==> config.mk <==
export PLATFORM = sky130hd
export DESIGN_NAME = hazard_ctrl
export DESIGN_NICKNAME = d
export VERILOG_FILES = /design/src/rtl/hazard_ctrl_pkg.sv /design/src/rtl/hazard_ctrl_fwd_unit.sv /design/src/rtl/hazard_ctrl.sv
export SDC_FILE = /design/constraint.sdc
export NUM_CORES = 1
export LEC_CHECK = 0
export CORE_MARGIN = 5
export CORE_UTILIZATION = 27
export DETAILED_ROUTE_END_ITERATION = 6
export HOLD_SLACK_MARGIN = 0.12
export RECOVER_POWER = 50
export SKIP_LAST_GASP = 1
export SYNTH_ARGS = -nofsm -noshare
export SYNTH_HDL_FRONTEND = slang
export SYNTH_SLANG_ARGS = --single-unit
==> constraint.sdc <==
create_clock -name clk -period 3.2 [get_ports clk]
set_input_delay 0.64 -clock clk [delete_from_list [all_inputs] [get_ports clk]]
set_output_delay 0.64 -clock clk [all_outputs]
set_load 0.01 [all_outputs]
==> src/rtl/hazard_ctrl_pkg.sv <==
// hazard_ctrl_pkg: shared FSM encoding, forwarding selects and register-match helper
package hazard_ctrl_pkg;
  typedef enum logic [1:0] {RUN = 2'd0, MEM_WAIT = 2'd1, ERR = 2'd2} state_t;
  localparam logic [1:0] FWD_RF  = 2'b00;
  localparam logic [1:0] FWD_WB  = 2'b01;
  localparam logic [1:0] FWD_MEM = 2'b10;
  localparam int TIMEOUT_DEF = 16;
  // $0 is hardwired, so it never creates a dependency
  function automatic logic hit(input logic [4:0] a, input logic [4:0] b);
    return (a != 5'd0) && (a == b);
  endfunction
endpackage

==> src/rtl/hazard_ctrl_fwd_unit.sv <==
// hazard_ctrl_fwd_unit: combinational E-operand and D-branch-compare forwarding selects
module hazard_ctrl_fwd_unit
  import hazard_ctrl_pkg::*;
(
  input  logic [4:0] rs_e,
  input  logic [4:0] rt_e,
  input  logic [4:0] rs_d,
  input  logic [4:0] rt_d,
  input  logic [4:0] wreg_m,
  input  logic [4:0] wreg_w,
  input  logic       rfwe_m,
  input  logic       rfwe_w,
  input  logic       mtorf_m,
  output logic [1:0] fwd_a_e,
  output logic [1:0] fwd_b_e,
  output logic       fwd_a_d,
  output logic       fwd_b_d
);
  assign fwd_a_e = (rfwe_m && hit(wreg_m, rs_e)) ? FWD_MEM :
                   (rfwe_w && hit(wreg_w, rs_e)) ? FWD_WB : FWD_RF;
  assign fwd_b_e = (rfwe_m && hit(wreg_m, rt_e)) ? FWD_MEM :
                   (rfwe_w && hit(wreg_w, rt_e)) ? FWD_WB : FWD_RF;
  // a load in M has no ALU result to offer the branch comparator
  assign fwd_a_d = rfwe_m && !mtorf_m && hit(wreg_m, rs_d);
  assign fwd_b_d = rfwe_m && !mtorf_m && hit(wreg_m, rt_d);
endmodule

==> src/rtl/hazard_ctrl.sv <==
// hazard_ctrl: stall/flush priority, memory-wait FSM with timeout, and stall-cycle counter
module hazard_ctrl
  import hazard_ctrl_pkg::*;
#(
  parameter int TIMEOUT = TIMEOUT_DEF,
  parameter int CNT_W   = 16
) (
  input  logic             clk,
  input  logic             rst_n,
  input  logic [4:0]       rs_d,
  input  logic [4:0]       rt_d,
  input  logic             branch_d,
  input  logic             jump_d,
  input  logic             pcsrc_d,
  input  logic [4:0]       rs_e,
  input  logic [4:0]       rt_e,
  input  logic [4:0]       wreg_e,
  input  logic [4:0]       wreg_m,
  input  logic [4:0]       wreg_w,
  input  logic             rfwe_e,
  input  logic             rfwe_m,
  input  logic             rfwe_w,
  input  logic             mtorf_e,
  input  logic             mtorf_m,
  input  logic             dmwe_m,
  input  logic             dm_ready,
  output logic             stall_f,
  output logic             stall_d,
  output logic             stall_e,
  output logic             stall_m,
  output logic             flush_d,
  output logic             flush_e,
  output logic             flush_w,
  output logic [1:0]       fwd_a_e,
  output logic [1:0]       fwd_b_e,
  output logic             fwd_a_d,
  output logic             fwd_b_d,
  output logic             mem_err,
  output logic [CNT_W-1:0] stall_cnt
);
  localparam int WW = $clog2(TIMEOUT + 1);
  state_t        state;
  logic [WW-1:0] wait_cnt;
  logic [WW-1:0] wait_nxt;
  logic [1:0]    a_e;
  logic [1:0]    b_e;
  logic          a_d;
  logic          b_d;
  logic          memwait;
  logic          hold;
  logic          dep_e;
  logic          dep_m;
  logic          dstall;

  hazard_ctrl_fwd_unit u_fwd (
    .rs_e(rs_e), .rt_e(rt_e), .rs_d(rs_d), .rt_d(rt_d),
    .wreg_m(wreg_m), .wreg_w(wreg_w),
    .rfwe_m(rfwe_m), .rfwe_w(rfwe_w), .mtorf_m(mtorf_m),
    .fwd_a_e(a_e), .fwd_b_e(b_e), .fwd_a_d(a_d), .fwd_b_d(b_d)
  );

  assign memwait  = (mtorf_m || dmwe_m) && !dm_ready && (state != ERR);
  assign hold     = (state == ERR) || memwait;
  assign dep_e    = hit(wreg_e, rs_d) || hit(wreg_e, rt_d);
  assign dep_m    = hit(wreg_m, rs_d) || hit(wreg_m, rt_d);
  assign dstall   = !hold && ((mtorf_e && dep_e) || (branch_d && ((rfwe_e && dep_e) || (mtorf_m && dep_m))));
  assign wait_nxt = wait_cnt + 1'b1;

  // every control output is forced quiet while reset is asserted
  assign stall_f = rst_n && (hold || dstall);
  assign stall_d = rst_n && (hold || dstall);
  assign stall_e = rst_n && hold;
  assign stall_m = rst_n && hold;
  assign flush_w = rst_n && hold;
  assign flush_e = rst_n && dstall;
  assign flush_d = rst_n && !hold && !dstall && (pcsrc_d || jump_d);
  assign fwd_a_e = rst_n ? a_e : FWD_RF;
  assign fwd_b_e = rst_n ? b_e : FWD_RF;
  assign fwd_a_d = rst_n && a_d;
  assign fwd_b_d = rst_n && b_d;

  always_ff @(posedge clk or negedge rst_n) begin
    if (!rst_n) begin
      state     <= RUN;
      wait_cnt  <= '0;
      mem_err   <= 1'b0;
      stall_cnt <= '0;
    end else begin
      if (stall_f && stall_cnt != '1) stall_cnt <= stall_cnt + 1'b1;
      if (state == RUN && memwait) begin
        state    <= MEM_WAIT;
        wait_cnt <= '0;
      end else if (state == MEM_WAIT) begin
        if (!memwait) state <= RUN;
        else if (wait_nxt == WW'(TIMEOUT - 1)) begin
          state   <= ERR;
          mem_err <= 1'b1;
        end else wait_cnt <= wait_nxt;
      end
    end
  end
endmodule

==> key figures <==
Timing
  • Final Critical Period: between 3 and 4 ns
  • FMAX: 325 MHz
  • Final Hold Viols: 0
  • Slew @ Worst Pin: 0.632 ns
  • Final setup fails: 0
  • Fin Clk Skew: 0.00388 ns
  • RSZ-0062 raised after global routing: no
  • Slew HR: 57.8%
  • Slew Limit Fails: 0
  • Final period util: 96.2%
  • Setup total negative slack: 0 ns

Min path
  • Hold Startpoint: mem_err$_DFFE_PN0P_
  • Hold Crit Depth: 1
  • HP Class: reg -> reg

Critical path
  • Startpoint types: input pin
  • CP Capture Type: output port
  • Crit-path max FO: 2
  • WP data required: 2.56 ns
  • CP startpoint: rs_d[0]
  • Worst r2r path cells: 8
  • CP arrival: 2.44 ns
  • Setup CP Type: in -> out
  • FF-to-FF Start: state[0]$_DFFE_PN0P_

Place
  • Post-DP HPWL: 4360 um
  • I/O Buffers: 76
  • Placed cell count: 390
  • RD Place Congestion: roughly 0.84

Clocking
  • Clock sinks: 24
  • CTS tree: built
  • Root Driver: clkbuf_8
  • Worst-path clk slew: 0.08 ns
  • Num CTS Buffers: 3
  • Cts hold-fix bufs: 0
  • Clock Latency Late Sink: between 0.2 and 0.3 ns
  • H-tree levels: 1
  • Bufs on Longest Clock Path: 2

Synthesis
  • Synth Flop Type: dfrtp_1
  • Largest family of logic cells by synthesized area: simple AND/OR/NAND/NOR gates
  • Synth Cell Area: approximately 1900 um2
  • Post-synth EDFFs: 0
  • Yosys reg bits: 24
  • Syn_nets: 251
  • Ys Warns: 0
  • Post-synthesis simple-gate area fraction: 27.6%
  • Async set or reset register ratio after synthesis: 100%
  • Mux contribution to synthesized area: about 1.1%
  • Mean Syn Cell Area: 9.33 um2
  • Synth Area in Compound Gates: under 10%
  • Sequential fraction of the synthesis area: 32.0%
  • Yosys cell types: 42
  • Xor-xnor portion of the synthesized cell area: between 20% and 30%
  • Syn Inst Count: 201
  • Post-Synth Adder-Cell Area: 2.00%

Drt
  • Antenna viol nets, final: 0
  • Drt initial violations: 15
  • Routed WL per cell: 13.9 um
  • Post-Route WL: approximately 5500 um
  • DRC Markers: 0
  • Vias per inst: 4.53
  • Total number of vias: 1804
  • Drt pass-1 iters: 4

Floorplan
  • Core area: 6790 um2
  • Chip height: between 90 and 100 um
  • Die width: ~93 um
  • # rows: 30
  • Die area: just under 9000 um2
  • I/O pins: 77
  • Starting Density: 27.6%

Final layout
  • Final core occ: 44.0%
  • # nets final: about 350
  • Final Non-Filler Cells: 398
  • Area delta synth->final: 59.5%
  • # diodes: 0
  • Fillers: 683
  • Share of layout cells above drive strength 1: 17.2%

Pwr
  • Maximum VDD drop: 0.301 mV
  • Power Density: 332 nW/um2
  • P_leak: 1.39 nW
  • Overall Power: just under 0.001 W

GRT
  • Number of global-route vias before repair: around 1800
  • Largest net degree at the start of global routing: 25
  • First-pass GRT wire length: 8800 um
  • Total Routing Usage GR: roughly an eighth
  • Initial antenna violation count: 0
  • Grt total ovfl: 0

Status
  • Status: complete, no violations

Flow run
  • Max-cap violations: 0
-- synthesized netlist by cell type, types with 2 or more instances --
cell type / count / share of area (%)
buf_4: 4 / 1.6
ha_1: 3 / 2.0
nor4_2: 2 / 1.3
nand4_1: 2 / 0.67
nand3_1: 14 / 3.7
nor3_1: 7 / 1.9
and2_1: 3 / 1.0
o21bai_1: 2 / 0.80
nor4b_1: 4 / 1.9
nor2_1: 9 / 1.8
nor4_1: 6 / 2.0
nor3_2: 2 / 1.1
or4_1: 4 / 1.6
inv_1: 2 / 0.40
o21ai_0: 4 / 1.1
xor2_1: 40 / 19
dfrtp_1: 24 / 32
buf_2: 3 / 0.80
buf_6: 2 / 1.2
and4_1: 3 / 1.4
nand2_1: 18 / 3.6
nand2b_1: 5 / 1.7
a22o_1: 2 / 0.93
clkbuf_1: 3 / 0.60
a21oi_1: 2 / 0.53
xnor2_1: 15 / 7.0
-- layout by cell type, fill, tap and decap left out, types with 2 or more instances in the layout --
cell and instances:
a21oi_1 2, a22o_1 2, and2_1 3, and4_1 3
buf_4 31, clkbuf_1 2, clkbuf_8 3, clkdlybuf4s15_1 2
clkdlybuf4s50_1 43, dfrtp_1 24, dlygate4sd2_1 12, dlygate4sd3_1 10
dlymetal6s2s_1 7, ha_1 3, inv_1 2, nand2_1 18
nand2b_1 5, nand3_1 14, nand4_1 2, nor2_1 8
nor3_1 6, nor3_2 3, nor4_1 4, nor4_2 3
nor4_4 2, nor4b_1 4, o21ai_0 4, o21bai_1 2
or4_1 4, xnor2_1 15, xor2_1 40
-- cell type report --
cell class	instances	area (um2)	share of cell area [%]
Inverter	2	7.51	0.251
Tap cell	96	120	4.02
Clock buffer	3	41.3	1.38
Sequential cell	24	601	20.1
Multi-Input combinational cell	163	1220	40.7
Timing Repair Buffer	110	1000	33.6
-- cells by family (layout without fill, tap and decap cells) --
| group | Yosys count | after routing |
|---|---|---|
| compound gates | 17 | 17 |
| simple gates | 86 | 86 |
| xor+xnor | 55 | 55 |
| mux | 2 | 2 |
| fa+ha+maj | 3 | 3 |
| flops | 24 | 24 |
| buf+inv | 14 | 115 |
-- metal layers --
metal	vias up	track usage, %	share of wire [%]
li1	905	-	-
met1	838	16.9	46
met2	59	20.1	44
met3	2	2.98	9.8
met4	0	2.20	0.34
met5	-	0	0
-- path summary, 6_finish.rpt --
path                                                   to  slack [ns]
worst max-delay path                              flush_d        0.12
worst min-delay path                  mem_err$_DFFE_PN0P_        0.47
worst max register to register   stall_cnt[5]$_DFFE_PN0P_        1.21
worst min register to register        mem_err$_DFFE_PN0P_        0.47
max in group asynchronous       stall_cnt[10]$_DFFE_PN0P_        1.51
min in group asynchronous        stall_cnt[1]$_DFFE_PN0P_        0.87
-- flip-flops by register name, indices dropped and copies added (netlist names) --
| signal | cells |
|---|---|
| mem_err | 1 |
| state | 2 |
| wait_cnt | 5 |
| stall_cnt | 16 |
-- stage by stage --
step	setup WS (ns)	cell area, um2	hold WS (ns)
5_1_grt	0.0105	2990	0.490
3_3_place_gp	-0.200	2900	0.461
4_1_cts	-0.0603	2960	0.484
3_5_place_dp	-0.222	2900	0.465
6_report	0.122	2990	0.468
2_1_floorplan	0.419	1880	0.344
-- report_power, final --
part	switching [W]	internal (W)
clock network	0.0000926	0.0000841
registers	0.0000605	0.000352
logic	0.000184	0.000220
total	0.000337	0.000655
-- worst max-delay path, cell delays in order --
cell             delay, ns
clkdlybuf4s50_1       0.46
xor2_1                0.17
nor3_2                0.15
nand3_1               0.10
a211oi_2              0.26
buf_4                 0.16
nor3_4                0.04
buf_4                 0.13
o211a_1               0.11
clkdlybuf4s15_1       0.23
-- repair_timing --
item / CTS / global route
gates resized for setup: 21 / 15
endpoints found under the setup margin: 8 / 5
buffers inserted: 5 / 0
pin swaps: 5 / 8
gates cloned: 0 / 0
Note: power is estimated with default switching activity, not from simulation.
==> RTL change (same settings) <==
Reset style: synchronous (`rst_n`), changed in one clocked block.
--- a/src/rtl/hazard_ctrl.sv
+++ b/src/rtl/hazard_ctrl.sv
@@ -79,7 +79,7 @@
   assign fwd_a_d = rst_n && a_d;
   assign fwd_b_d = rst_n && b_d;
 
-  always_ff @(posedge clk or negedge rst_n) begin
+  always_ff @(posedge clk) begin
     if (!rst_n) begin
       state     <= RUN;
       wait_cnt  <= '0;
Formal check against the unedited RTL: differs if rst_n is asserted again (counterexample within 4 cycles, from zero or initial values and one cycle with rst_n low); with rst_n held inactive, the same outputs for 10 cycles.
==> RTL change against the unedited design <==
  * Clock power grew 53%
  * Wire length shrank 0.91%
  * Synthesized cell count grew 16%
  * Fmax shrank 2.4%
  * Setup slack lost 76 ps
  * Combinational power shrank 46%
  * Synthesized area is essentially flat
  * Design area shrank 1.5%
  * First-iteration DRC count grew 150%
  * Utilization shrank 0.40 points
  * Sequential cell count is the same
  * Non-clock buffer count shrank 7
  * Sequential power shrank 25%
  * Power shrank 20%
  * Critical path type unchanged
  * Largest cell class unchanged
  * Largest power group unchanged
==> RTL change: results (changes against the unedited design) <==
- Crit Path Max Fanout: 3 (+1)
- Synth Net Count: 283 (+13%)
- Routing usage on met1: 15.7% (-1.2 points)
- Worst Setup EP: stall_d
- Pleak: 1.19 nW (-15%)
- Min cycle time layout: 3150 ps (+76.2 ps)
- Wire length per cell: 13.5 µm (-2.6%)
- Pwr Density: 270 nW/µm² (-19%)
- Routability cong.: 0.841 (+0.55%)
- Cell depth of the worst hold path: 2 (+1)
- Drt total wl: 5.46 mm (-0.91%)
- Avg Inst Size Synth: 8.04 µm² (-14%)
- GRT Overall Usage: 12.7% (+0.32 points)
- R2R Path Start: stall_cnt[0]
- WP data arrival: 2510 ps (+70 ps)
- DP Worst Slack: -250 ps (-28.4 ps)
- FFs w/ async S/R, synth: 0% (-100 points)
- Largest net degree at the start of global routing: 30 (+20%)
- Skew final: 11.3 ps (+7.44 ps)
- Clock Latency Late Sink: 270 ps
- Routing usage on met2: 22.4% (+2.3 points)
- Synth area leaders: dfxtp_1 (26%), xor2_1 (13%), xnor2_1 (7.9%)
- Synth cell count leaders: xor2_1 (28), dfxtp_1 (24), nor2_1 (17), xnor2_1 (17), nand2_1 (16)
- Hold slack: 480 ps (+11.2 ps)
- Fill cells: 691 (+1.2%)
- Reg2reg setup slack: 1110 ps (-100 ps)
- Peak supply drop: 0.137 mV (-55%)
- Global-route wire length before repair: 9.19 mm (+4.4%)
- Worst reg2reg endpoint: stall_cnt[15]
- HP Start: mem_err
- Final Net Count: 376 (+6.2%)
- DP Cell Count: 399 (+2.3%)
- Switching part of the total: 25.6% (-8.3 points)
- Met2 WL: 2.71 mm (+12%)
- M1 wire length: 2.40 mm (-5.4%)
- Status: finished clean
- Met3 Wirelength: 307 µm (-43%)
- Synth Flop Type: dfxtp_1
- Cell Area, Placed: 2820 µm² (-2.7%)
- Sequential group power: 0.307 mW (-25%)
- First DRT Iteration DRCs: 37 (+22)
- Post-DP HPWL: 4.50 mm (+3.0%)
- Worst slew margin: 49.4% (-8.5 points)
- Post-synthesis sequential area ratio: 25.6% (-6.4 points)
- Worst stage delay on the critical path: 550 ps (+90 ps)
- Post CTS Setup Buffer Count: 0 (-5)
- Vias: 1,990 (+10%)
- Hold path endpoint: mem_err
==> RTL change: cell types whose count changed after synthesis, moves of 11 or more <==
| cell | delta |
|---|---|
| dfxtp_1 | +24 |
| xor2_1 | -12 |
| dfrtp_1 | -24 |
| o31ai_1 | +11 |
| a21oi_1 | +12 |
==> RTL change: layout make-up <==
cell class	instances	area [µm²]	share of cell area, %
Inverter	8	30.0	1.02
Multi-Input combinational cell	186	1310	44.4
Sequential cell	24	480	16.3
Clock inverter	1	30.0	1.02
Timing Repair Buffer	103	958	32.5
Clock buffer	3	41.3	1.40
Tap cell	80	100	3.40
==> RTL change: cell families after synthesis <==
kind of cell / after synthesis / synth area share (%)
AND/OR/NAND/NOR: 96 / 27.8
multiplexers: 2 / 1.07
XOR/XNOR: 45 / 21.0
flip-flops: 24 / 25.6
adder cells (fa/ha/maj): 3 / 2.00
buffers and inverters: 23 / 7.21
AO/OA/AOI/OAI: 40 / 15.3
